### src/rtl/key_block_packer.sv
// key_block_packer: packs a memcache key byte stream little-endian into 12-byte
// blocks (k0, k1, k2) for the lookup3 hash core. The final partial block is zero-padded.
// Keys longer than MAX_KEY_LEN are dropped and flagged on key_err.
// Optional build macro KEYPACK_LENCHK_EN: checks the received byte count against
// hdr_key_len, which is sampled on the first byte of each key.
module key_block_packer #(
  parameter int unsigned MAX_KEY_LEN = 250,
  parameter int unsigned LEN_W       = 16
) (
  input  logic             CLK,
  input  logic             RST,
  input  logic             in_valid,
  output logic             in_ready,
  input  logic [7:0]       in_data,
  input  logic             in_last,
  input  logic [LEN_W-1:0] hdr_key_len,
  output logic             out_valid,
  input  logic             out_ready,
  output logic [31:0]      k0,
  output logic [31:0]      k1,
  output logic [31:0]      k2,
  output logic             endofword,
  output logic [LEN_W-1:0] key_length,
  output logic             key_err
);

  typedef enum logic [1:0] {StFill, StHold, StDrop} state_e;

  state_e           state_q, state_d;
  logic [95:0]      acc_q, acc_d;
  logic [3:0]       idx_q, idx_d;
  logic [LEN_W-1:0] cnt_q, cnt_d;
  logic [95:0]      blk_q, blk_d;
  logic             ov_q, ov_d;
  logic             eow_q, eow_d;
  logic [LEN_W-1:0] klen_q, klen_d;
  logic             err_q, err_d;

  logic [95:0]      blk_fill;
  logic [LEN_W-1:0] cnt_inc;
  logic             accept;
  logic             len_bad;

  assign in_ready   = (state_q != StHold);
  assign accept     = in_valid && in_ready;
  assign cnt_inc    = cnt_q + 1'b1;
  assign out_valid  = ov_q;
  assign k0         = blk_q[31:0];
  assign k1         = blk_q[63:32];
  assign k2         = blk_q[95:64];
  assign endofword  = eow_q;
  assign key_length = klen_q;
  assign key_err    = err_q;

`ifdef KEYPACK_LENCHK_EN
  logic [LEN_W-1:0] hlen_q, hlen_d;
  logic [LEN_W-1:0] exp_len;

  // The first byte of a key sees hdr_key_len directly; later bytes use the sampled copy.
  assign exp_len = (cnt_q == '0) ? hdr_key_len : hlen_q;
  assign len_bad = (cnt_inc != exp_len);

  // Capture the header length on the first accepted byte of each key.
  always_comb begin
    hlen_d = hlen_q;
    if (state_q == StFill && accept && cnt_q == '0) hlen_d = hdr_key_len;
  end

  // Header length register.
  always_ff @(posedge CLK) begin
    if (RST) hlen_q <= '0;
    else     hlen_q <= hlen_d;
  end
`else
  logic unused_hdr_key_len;
  assign unused_hdr_key_len = ^hdr_key_len;
  assign len_bad = 1'b0;
`endif

  // Accumulator with the incoming byte merged into its lane.
  always_comb begin
    blk_fill = acc_q;
    for (int i = 0; i < 12; i++) begin
      if (idx_q == 4'(i)) blk_fill[8*i +: 8] = in_data;
    end
  end

  // Next-state logic: byte accumulation, block hand-off, overflow and drop handling.
  always_comb begin
    state_d = state_q;
    acc_d   = acc_q;
    idx_d   = idx_q;
    cnt_d   = cnt_q;
    blk_d   = blk_q;
    ov_d    = ov_q;
    eow_d   = eow_q;
    klen_d  = klen_q;
    err_d   = 1'b0;
    case (state_q)
      StFill: begin
        if (accept) begin
          if (cnt_inc > LEN_W'(MAX_KEY_LEN)) begin
            // Overflow: discard the partial block and this byte.
            acc_d = '0;
            idx_d = '0;
            if (in_last) begin
              err_d = 1'b1;
              cnt_d = '0;
            end else begin
              state_d = StDrop;
            end
          end else if (in_last && len_bad) begin
            acc_d = '0;
            idx_d = '0;
            cnt_d = '0;
            err_d = 1'b1;
          end else if (in_last || idx_q == 4'd11) begin
            blk_d   = blk_fill;
            ov_d    = 1'b1;
            eow_d   = in_last;
            klen_d  = cnt_inc;
            acc_d   = '0;
            idx_d   = '0;
            // Cleared now; no byte can be accepted before the block leaves HOLD.
            cnt_d   = in_last ? '0 : cnt_inc;
            state_d = StHold;
          end else begin
            acc_d = blk_fill;
            idx_d = idx_q + 4'd1;
            cnt_d = cnt_inc;
          end
        end
      end
      StHold: begin
        if (out_ready) begin
          ov_d    = 1'b0;
          state_d = StFill;
        end
      end
      StDrop: begin
        if (accept && in_last) begin
          err_d   = 1'b1;
          cnt_d   = '0;
          state_d = StFill;
        end
      end
      default: state_d = StFill;
    endcase
  end

  // State and output registers.
  always_ff @(posedge CLK) begin
    if (RST) begin
      state_q <= StFill;
      acc_q   <= '0;
      idx_q   <= '0;
      cnt_q   <= '0;
      blk_q   <= '0;
      ov_q    <= 1'b0;
      eow_q   <= 1'b0;
      klen_q  <= '0;
      err_q   <= 1'b0;
    end else begin
      state_q <= state_d;
      acc_q   <= acc_d;
      idx_q   <= idx_d;
      cnt_q   <= cnt_d;
      blk_q   <= blk_d;
      ov_q    <= ov_d;
      eow_q   <= eow_d;
      klen_q  <= klen_d;
      err_q   <= err_d;
    end
  end

endmodule
### config.mk
export PLATFORM = sky130hd
export DESIGN_NAME = key_block_packer
export DESIGN_NICKNAME = d
export VERILOG_FILES = /design/src/rtl/key_block_packer.sv
export SDC_FILE = /design/constraint.sdc
export NUM_CORES = 1
export LEC_CHECK = 0
export BUFFER_PORTS_ARGS = -buffer_cell sky130_fd_sc_hd__buf_2
export CORE_ASPECT_RATIO = 1.5
export CORE_MARGIN = 1
export CORE_UTILIZATION = 61
export DETAILED_ROUTE_END_ITERATION = 6
export PLACE_DENSITY = 0.95
export SLEW_MARGIN = 0
export SYNTH_ARGS = -nofsm -noshare
export SYNTH_HDL_FRONTEND = slang
export SYNTH_SLANG_ARGS = --single-unit
### constraint.sdc
create_clock -name CLK -period 4.7 [get_ports CLK]
set_input_delay 0.47 -clock CLK [delete_from_list [all_inputs] [get_ports CLK]]
set_output_delay 0.47 -clock CLK [all_outputs]
set_load 0.1 [all_outputs]
* Word level (Yosys, flattened, before mapping)
Index checks and enable logic that the tools add are counted.
Word-level totals: bits in registers 233, input port bits 29, logic and storage cells 87
Cells by class: add/subtract/negate cells 2, magnitude comparators 1, eq/ne operators 22, multiplexer cells 40, bitwise logic cells 1, reduce and logical (&&, ||, !) cells 12
Operators with widths (number):
- $mux 96 | 2
- $mux 16 | 6
- $mux 8 | 12
- $pmux 16 s2 | 1
- $add 16x1->16 const B | 1
- $eq 4x3->1 const B | 4
- $eq 4x4->1 const B | 4
- $gt 16x8->1 const B | 1
- $mux 2 | 6
- $ne 2x2->1 const B | 5
- $reduce_and 5->1 | 2
- $ne 3x3->1 const B | 3
- $eq 4x2->1 const B | 2
- $mux 1 | 8
- $mux 4 | 2
- $reduce_and 4->1 | 2
- $pmux 2 s3 | 1
- $add 4x1->4 const B | 1
- $eq 4x1->1 const B | 1
- $logic_not 4->1 | 1
- $pmux 1 s2 | 2
- $reduce_bool 2->1 | 2
- $eq 2x1->1 const B | 1
- $eq 2x2->1 const B | 1
- 6 further kinds | 7

* Longest topological paths before layout
Gate-level depths: netlist of run 1.
word-level depth 6, mapped depth 12, depth with buffers taken out 9

* Least setup slack after synthesis of run 1
OpenSTA, ideal clock, no wires.
kind register to register, start register cnt_q[0], end register acc_q[0], arrival 2.707 ns, required time 4.640 ns, path slack 1.933 ns, stages on the path, launching flop included 11, clock period less this slack 2.767 ns, cell sequence dfxtp_1 > ha_1 > nand3_4 > nor4_1 > xor2_1 > a211o_1 > or4_1 > buf_6 > buf_12 > o21ai_4 > a22o_1
Between the ends: cells in the longest elaborated chain, start to end 3
Ends and longest elaborated chain:
- start, declared | RTL line 32 | logic [LEN_W-1:0] cnt_q, cnt_d;
- start signal, assigned | RTL line 167 | cnt_q <= cnt_d;
- $add 16x1->16 | RTL line 46 | assign cnt_inc = cnt_q + 1'b1;
- $gt 16x8->1 | RTL line 102 | if (cnt_inc > LEN_W'(MAX_KEY_LEN)) begin
- $mux 96 | RTL line 102
- end signal, assigned | RTL line 155 | acc_q <= '0;
- end signal, assigned | RTL line 165 | acc_q <= acc_d;
- end, declared | RTL line 30 | logic [95:0] acc_q, acc_d;
No other way between the ends. A chain may end at the register's enable or synchronous reset.

* Worst setup path after layout of run 1
start register cnt_q[0], end register acc_q[29]
Same word-level chain as after synthesis.

==> results of run 1 <==
registers in the layout, summed over array words and instances, names as in the netlist:
| name | cells |
|---|---|
| acc_q | 96 |
| blk_q | 96 |
| cnt_q | 16 |
| endofword | 1 |
| idx_q | 4 |
| key_err | 1 |
| key_length | 16 |
| out_valid | 1 |
| state_q | 2 |
stage by stage:
step | instances | power [mW]
3_3_place_gp | 1253 | 2.84
6_report | 1290 | 4.59
3_5_place_dp | 1253 | 2.85
5_1_grt | 1290 | 4.72
2_1_floorplan | 998 | 2.73
4_1_cts | 1290 | 4.60
worst paths after layout:
check	start	endpoint	cells past startpoint	slack, ns
worst max register to register	cnt_q[0]$_SDFFE_PP0P_	acc_q[29]$_SDFFE_PP0P_	9	0.93
worst min-delay path	out_ready	out_valid$_SDFFE_PP0P_	2	0.19
worst max-delay path	cnt_q[0]$_SDFFE_PP0P_	acc_q[29]$_SDFFE_PP0P_	9	0.93
worst min register to register	key_length[15]$_SDFFE_PP0P_	key_length[15]$_SDFFE_PP0P_	1	0.47
layout by cell type (no fill, tap or decap), types with 9 or more instances in the layout:
| cell | n |
|---|---|
| dfxtp_1 | 233 |
| nor2b_1 | 11 |
| and2_1 | 16 |
| a21oi_1 | 10 |
| nor2_1 | 120 |
| nor2_4 | 9 |
| nand2_1 | 211 |
| buf_2 | 127 |
| nand3_1 | 13 |
| a22o_1 | 88 |
| o21ai_4 | 11 |
| a311oi_1 | 101 |
| clkbuf_16 | 21 |
report_power, final:
group          internal [mW]  leakage, nW  total (mW)  switching, mW
combinational          0.115         1.80       0.739          0.625
clock                   1.04        0.353        1.77          0.735
sequential              2.04         1.89        2.08         0.0389
cells by family after synthesis:
logic type / count (synthesis)
AOI/OAI and AO/OA: 236
xor gates and xnor gates: 9
adders and majority gates: 6
buffers and inverters: 87
DFF: 233
muxes: 3
and+or+nand+nor: 424
critical path, cell delays in order (launching register included):
cell and delay [ns]:
dfxtp_1 0.47, ha_1 0.36, and3_1 0.27, nand3_1 0.11
xor2_1 0.32, o311ai_1 0.23, or4_2 1.13, buf_4 0.37
o21ai_4 0.25, a22o_1 0.20
layout make-up:
type                            instances  area (um2)  area share (%)
Timing Repair Buffer                  135         721            6.81
Sequential cell                       233        4660            44.1
Multi-Input combinational cell        678        4200            39.6
Inverter                               11        41.3           0.390
Clock buffer                           26         574            5.42
Tap cell                              196         245            2.32
Clock inverter                         11         144            1.36
per-layer routing:
metal / global-route usage [%] / up-vias
li1: - / 3739
met1: 33.5 / 3741
met2: 50.0 / 351
met3: 4.71 / 94
met4: 16.4 / 0
met5: 0 / -
==> metrics.md, run 1 <==
| Metric | Value |
|---|---|
| Status | complete, no violations |
| DRC | 0 |
| CTS H-tree lvls | 1 |
| First-pass GRT wire length | 36900 um |
| Final HPWL DP | 14500 um |
| Fin crit share | 80.2% |
| IO Pins | 145 |
| Slew margin rel. | 38.5% |
| Maximum buffer depth of the clock tree | 3 |
| Wire length on met3 | 1600 um |
| Post-Syn Nets | 1033 |
| Top Layer Used | met4 |
| Clock transition at the registers of the reported paths | 0.07 ns |
| Simple-Gate Fraction of Synth Area | 20.7% |
| Yosys warns | 0 |
| Final setup TNS | 0 ns |
| Die area | 0.0157 mm2 |
| Final GP Congestion | 0.870 |
| RSZ-0062 raised after global routing | false |
| Gate Count Post-Synth | 998 |
| LEAKAGE | 4.05 nW |
| Chip width | 103 um |
| Worst skew pair latency | 0.49 ns |
| Initial DRC Count | 450 |
| Period minus WS final | 3.77 ns |
| Adder-cell share of the synthesized area | 0.812% |
| Layout cell share with drive strength beyond 1 | 18.6% |
| Area growth syn-to-layout | 14.5% |
| Cell taking the most area after synthesis | dfxtp_1 |
| Grt total ovfl | 0 |
| Drt first pass iters | 5 |
| Filler Cell Count | 1013 |
| CTS tree | done |
| Post-cts resize count | 0 |
| Register area share after synthesis | 50.4% |
| Crit-path max FO | 17 |
| Main flop type after synthesis | dfxtp_1 |
| Die height | 153 um |
| Final setup margin | 0.932 ns |
| Critical path class | register to register |
| Diodes inserted | 0 |
| Clock Skew | 0.0104 ns |
| Setup crit end kind | register |
| Final setup violation count | 0 |
| Post-DRT Antenna Nets | 0 |
| Nets | 1115 |
| F_max | 265 MHz |
| Largest net degree at the start of global routing | 137 |
| Antenna violations before repair | 0 |
| TritonCTS Buffers | 21 |
| Hold Vio Cnt, Final | 0 |
| Pre-CTS setup slack | 1.01 ns |
| Compound-Gate Fraction of Synth Area | 22.6% |
| Critical Path RT | 5.13 ns |
| Critical path arrival | 4.20 ns |
| Hold WS | 0.188 ns |
| Row cnt | 54 |
| Post-Synth XOR/XNOR Area | 0.852% |
| DR vias/cell | 6.14 |
| Mapped cell area | 0.00925 mm2 |
| Yosys top cell area share | 50.4% |
| Core area | 0.0147 mm2 |
| Pwr Density | 434 mW/mm2 |
| Vias in the first global route | 7686 |
| Avg Cell Area, Syn | 9.27 um2 |
| Cts hold-fix bufs | 0 |
| Max-Cap Viols | 0 |
| Fin area | 0.0106 mm2 |
| Starting utilization of the core area | 63.1% |
| Vias post-DR | 7925 |
| Wl on met1 | 8720 um |
| Worst Tran Pin Value | 0.923 ns |
| WL final | 22900 um |
| Aggregate global-route resource usage | 29.1% |
| Largest family of logic cells by synthesized area | compound AO/OA/AOI/OAI gates |
| Crit start category | register |
| Final Core Density | 72.2% |
| Avg WL per Cell | 17.7 um |
| Ys async rst share | 0% |
| Multiplexer share of the synthesized area | 0.352% |
| Post-synth top cells | dfxtp_1, nand2_1, nor2_1 |
| Clk sink count | 233 |
| Root Driver | clkbuf_16 |
| Hold Path Class | primary input to register |
| Cell Area, Placed | 0.00987 mm2 |
| Largest cells by area after synthesis | dfxtp_1, a311oi_1, nand2_1 |
| Met2 WL | 11400 um |
| Post-synth EDFFs | 0 |
| Post-synthesis cell type count | 52 |
| Max VDD drop | 303 uV |
| Port Buffers | 128 |
| Most repeated cell in the gate-level netlist after synthesis | dfxtp_1 |
| Count of pins over their slew limit | 0 |
| # Post-CTS Setup Buffers | 0 |
| FF+latch count, synth | 233 |
(Power assumes the default switching activity.)
==> run 2: changes to the inputs <==
--- a/config.mk
+++ b/config.mk
@@ -8,9 +8,9 @@
 export BUFFER_PORTS_ARGS = -buffer_cell sky130_fd_sc_hd__buf_2
 export CORE_ASPECT_RATIO = 1.5
 export CORE_MARGIN = 1
-export CORE_UTILIZATION = 61
+export CORE_UTILIZATION = 56
 export DETAILED_ROUTE_END_ITERATION = 6
-export PLACE_DENSITY = 0.95
+export PLACE_DENSITY = 0.89
 export SLEW_MARGIN = 0
 export SYNTH_ARGS = -nofsm -noshare
 export SYNTH_HDL_FRONTEND = slang
==> constraint.sdc (replaced) <==
create_clock -name CLK -period 3.7 [get_ports CLK]
set_input_delay 0.37 -clock CLK [delete_from_list [all_inputs] [get_ports CLK]]
set_output_delay 0.37 -clock CLK [all_outputs]
set_load 0.1 [all_outputs]
==> metrics.md, run 2 (synthesized netlist as in run 1, its figures left out) <==
| Metric | Value |
|---|---|
| Vias post-DR | 7728 |
| Count of pins over their slew limit | 0 |
| Fin area | 0.0107 mm2 |
| RSZ-0062 raised after global routing | false |
| Diodes inserted | 0 |
| Crit-path max FO | 10 |
| Final setup TNS | 0 ns |
| # Post-CTS Setup Buffers | 0 |
| Crit start category | register |
| Critical path arrival | 3.90 ns |
| Cell Area, Placed | 0.00995 mm2 |
| Largest net degree at the start of global routing | 135 |
| Hold path cells | 2 |
| R2R depth | 9 |
| Post-cts resize count | 0 |
| Status | complete, no violations |
| Aggregate global-route resource usage | 26.2% |
| Cts hold-fix bufs | 0 |
| Max VDD drop | 454 uV |
| Clock Skew | 0.0181 ns |
| Post-DRT Antenna Nets | 0 |
| R2r setup slk | 0.24 ns |
| Final setup violation count | 0 |
| Largest registers | acc_q x96, blk_q x96 |
| Clk sink count | 233 |
| Die area | 0.0170 mm2 |
| Root Driver | clkbuf_16 |
| Layout cell share with drive strength beyond 1 | 19.1% |
| Pwr Density | 544 mW/mm2 |
| Critical Path RT | 4.14 ns |
| Vias in the first global route | 7349 |
| Port Buffers | 128 |
| IO Pins | 145 |
| Critical path class | register to register |
| TritonCTS Buffers | 22 |
| Chip width | 107 um |
| Clock transition at the registers of the reported paths | 0.06 ns |
| Filler Cell Count | 1266 |
| Most common cell after layout, fill and taps aside | dfxtp_1 |
| Nets | 1123 |
| Hold Path End | out_valid$_SDFFE_PP0P_ |
| Final HPWL DP | 14300 um |
| Avg WL per Cell | 17.2 um |
| DR vias/cell | 5.91 |
| Worst r2r src | cnt_q[0]$_SDFFE_PP0P_ |
| Drt first pass iters | 4 |
| First-pass GRT wire length | 36300 um |
| Row cnt | 57 |
| Worst skew pair latency | 0.50 ns |
| Starting utilization of the core area | 57.1% |
| WL final | 22400 um |
| F_max | 289 MHz |
| CTS tree | done |
| Antenna violations before repair | 0 |
| Area growth syn-to-layout | 15.3% |
| Hold Path Class | primary input to register |
| Die height | 159 um |
| CTS H-tree lvls | 1 |
| Worst flop-to-flop path endpoint | acc_q[79]$_SDFFE_PP0P_ |
| Worst Tran Pin Value | 0.691 ns |
| Maximum buffer depth of the clock tree | 3 |
| Final GP Congestion | 0.850 |
| LEAKAGE | 4.10 nW |
| Fin crit share | 93.4% |
| Grt total ovfl | 0 |
| Most frequent cells in the layout | dfxtp_1, nand2_1, buf_2, nor2_1, a311oi_1 |
| Period minus WS final | 3.46 ns |
| Core area | 0.0162 mm2 |
| Slew margin rel. | 53.9% |
| Setup crit end kind | register |
| Initial DRC Count | 421 |
| Min-delay src | out_ready |
| Max-Cap Viols | 0 |
| Hold Vio Cnt, Final | 0 |
| DRC | 0 |
==> run 2: area by class of cell <==
cell class	count	area, um2	area share, %
sequential	233	4660	43.7
multi-input combinational	678	4200	39.3
timing repair buffer	142	786	7.36
clock buffer	34	687	6.44
tap	206	258	2.42
inverter	11	41.3	0.387
clock inverter	4	35.0	0.328
==> run 2: power breakdown <==
group / switching (mW) / internal, mW / total [mW]
clock network: 0.942 / 1.28 / 2.22
logic: 0.792 / 0.150 / 0.941
registers: 0.0497 / 2.59 / 2.64
total: 1.78 / 4.02 / 5.80
==> run 2: per-layer routing <==
layer,up-vias,share of wire (%),global-route usage (%)
met5,-,0,0
met1,3648,39,30.5
met4,0,4.2,11.1
met2,250,50,46.5
met3,72,6.4,4.83
li1,3758,-,-
==> run 2: metrics by stage <==
stage	setup slack [ns]	hold WS, ns	util (%)	cells	total power, mW
6_report	0.244	0.113	65.9	1308	5.80
5_1_grt	0.0457	0.111	65.9	1308	5.99
4_1_cts	0.233	0.107	65.9	1308	5.83
3_5_place_dp	0.267	0.455	61.4	1270	3.63
3_3_place_gp	0.366	0.452	61.4	1270	3.62
2_1_floorplan	0.933	0.438	-	998	3.47
==> run 2: critical path: stages (launching register included) <==
cell and delay, ns:
dfxtp_1 0.46, ha_1 0.36, nand3_4 0.14, nor4_1 0.39, xor2_1 0.11, a211o_1 0.31
or4_2 0.86, buf_4 0.30, o21ai_4 0.26, a22o_1 0.19
==> run 2: how the worst max path moves through the flow <==
stage                                startpoint                      to  slack, ns
after floorplan           cnt_q[0]$_SDFFE_PP0P_   acc_q[0]$_SDFFE_PP0P_       0.93
after global placement    cnt_q[0]$_SDFFE_PP0P_  acc_q[79]$_SDFFE_PP0P_       0.37
after detailed placement  cnt_q[0]$_SDFFE_PP0P_  acc_q[77]$_SDFFE_PP0P_       0.27
after CTS                 cnt_q[0]$_SDFFE_PP0P_  acc_q[79]$_SDFFE_PP0P_       0.23
after global routing      cnt_q[0]$_SDFFE_PP0P_  acc_q[81]$_SDFFE_PP0P_       0.05
final                     cnt_q[0]$_SDFFE_PP0P_  acc_q[79]$_SDFFE_PP0P_       0.24
==> run 3: changes to the inputs <==
--- a/config.mk
+++ b/config.mk
@@ -6,11 +6,11 @@
 export NUM_CORES = 1
 export LEC_CHECK = 0
 export BUFFER_PORTS_ARGS = -buffer_cell sky130_fd_sc_hd__buf_2
-export CORE_ASPECT_RATIO = 1.5
+export CORE_ASPECT_RATIO = 0.6
 export CORE_MARGIN = 1
 export CORE_UTILIZATION = 56
 export DETAILED_ROUTE_END_ITERATION = 6
-export PLACE_DENSITY = 0.89
+export PLACE_DENSITY = 0.81
 export SLEW_MARGIN = 0
 export SYNTH_ARGS = -nofsm -noshare
 export SYNTH_HDL_FRONTEND = slang
==> metrics.md, run 3 (synthesized netlist as in run 1, its figures left out) <==
| Metric | Value |
|---|---|
| Status | complete, no violations |
| Grt total ovfl | 0 |
| IO Pins | 145 |
| Crit-path max FO | 22 |
| Critical path arrival | 3.87 ns |
| Pwr Density | 554 mW/mm2 |
| Port Buffers | 128 |
| Fin area | 0.0107 mm2 |
| Filler Cell Count | 1226 |
| Nets | 1122 |
| RSZ-0062 raised after global routing | false |
| Chip width | 168 um |
| Max-Cap Viols | 0 |
| Core area | 0.0157 mm2 |
| Crit. Startpoint | cnt_q[0]$_SDFFE_PP0P_ |
| First-pass GRT wire length | 37500 um |
| Hold Path Class | primary input to register |
| Antenna violations before repair | 0 |
| Final GP Congestion | 0.840 |
| Min-delay src | out_ready |
| Period minus WS final | 3.44 ns |
| Largest registers | acc_q x96, blk_q x96 |
| LEAKAGE | 4.10 nW |
| TritonCTS Buffers | 21 |
| CTS H-tree lvls | 1 |
| Final setup TNS | 0 ns |
| Diodes inserted | 0 |
| Layout cell share with drive strength beyond 1 | 19.1% |
| Slew margin rel. | 38.2% |
| Area growth syn-to-layout | 15.4% |
| Setup crit end kind | register |
| Most frequent cells in the layout | dfxtp_1, nand2_1, buf_2, nor2_1, a311oi_1 |
| Largest net degree at the start of global routing | 107 |
| Clock transition at the registers of the reported paths | 0.07 ns |
| Count of pins over their slew limit | 0 |
| Root Driver | clkbuf_16 |
| # Post-CTS Setup Buffers | 0 |
| Vias post-DR | 7847 |
| Post-DRT Antenna Nets | 0 |
| Max VDD drop | 262 uV |
| Hold Vio Cnt, Final | 0 |
| Final HPWL DP | 14600 um |
| Multi-input logic area | 0.00420 mm2 |
| Cell Area, Placed | 0.00993 mm2 |
| Clock Skew | 0.0125 ns |
| FF+latch area | 0.00466 mm2 |
| CTS tree | done |
| Post-cts resize count | 0 |
| Critical Path RT | 4.14 ns |
| Starting utilization of the core area | 58.8% |
| Clk sink count | 233 |
| Fin crit share | 92.9% |
| Critical path class | register to register |
| DRC | 0 |
| Die height | 102 um |
| R2r setup slk | 0.26 ns |
| Final setup violation count | 0 |
| Row cnt | 35 |
| Avg WL per Cell | 18.1 um |
| Worst r2r src | cnt_q[0]$_SDFFE_PP0P_ |
| Cts hold-fix bufs | 0 |
| WL final | 23600 um |
| Total power | 5.91 mW |
| Maximum buffer depth of the clock tree | 3 |
| Drt first pass iters | 7 |
| Die area | 0.0171 mm2 |
| DR vias/cell | 6.02 |
| F_max | 291 MHz |
| Aggregate global-route resource usage | 27.6% |
| Worst skew pair latency | 0.50 ns |
| Most common cell after layout, fill and taps aside | dfxtp_1 |
| Vias in the first global route | 7011 |
| Crit start category | register |
| Initial DRC Count | 662 |
| Worst Tran Pin Value | 0.927 ns |
-- run 3: cell types whose count changed in the layout (fill, tap and decap cells not counted), sizes merged --
cell    delta
clkbuf     -3
bufinv     +3
clkinv     -1
-- run 3: layout make-up --
| class | count | area share, % |
|---|---|---|
| Tap cell | 203 | 2.38 |
| Inverter | 11 | 0.387 |
| Timing Repair Buffer | 142 | 7.25 |
| Clock inverter | 6 | 1.02 |
| Sequential cell | 233 | 43.7 |
| Clock buffer | 31 | 5.93 |
| Multi-Input combinational cell | 678 | 39.3 |
-- run 3: report_power, final --
| part | internal, mW | switching, mW |
|---|---|---|
| Clock | 1.39 | 0.930 |
| Sequential | 2.59 | 0.0502 |
| Combinational | 0.147 | 0.801 |
-- run 3: worst paths after layout --
path / end / depth (start not counted)
max: acc_q[4]$_SDFFE_PP0P_ / 9
min: out_valid$_SDFFE_PP0P_ / 2
max reg2reg: acc_q[4]$_SDFFE_PP0P_ / 9
min reg2reg: acc_q[92]$_SDFFE_PP0P_ / 1
-- run 3: worst max-delay path, stage by stage (launching register included) --
cell and delay [ns]:
dfxtp_1 0.46, ha_1 0.36, nand3_4 0.14, nor4_1 0.35, xor2_1 0.13, a211o_1 0.33
or4_2 0.73, buf_12 0.23, nor2_1 0.44, a22o_1 0.20
-- run 3: metal layers --
layer  GRT usage, %  share of wire, %  routed length, um  vias to the layer above
met5              0                 0                  0                        -
met4           6.21               1.8                433                        0
met3           4.81               7.6               1810                       41
met2           41.2                42              10000                      303
met1           41.6                48              11400                     3743
li1               -                 -                  -                     3760
-- run 3: stage by stage --
stage                     util [%]  hold WS, ns  worst slack, ns  instances
after CTS                     67.9       0.0811            0.285       1304
after global placement        63.2        0.452            0.417       1267
after floorplan                  -        0.438            0.933        998
after global routing          67.9       0.0813           0.0641       1304
after detailed placement      63.2        0.459            0.312       1267
final                         67.9       0.0924            0.262       1304
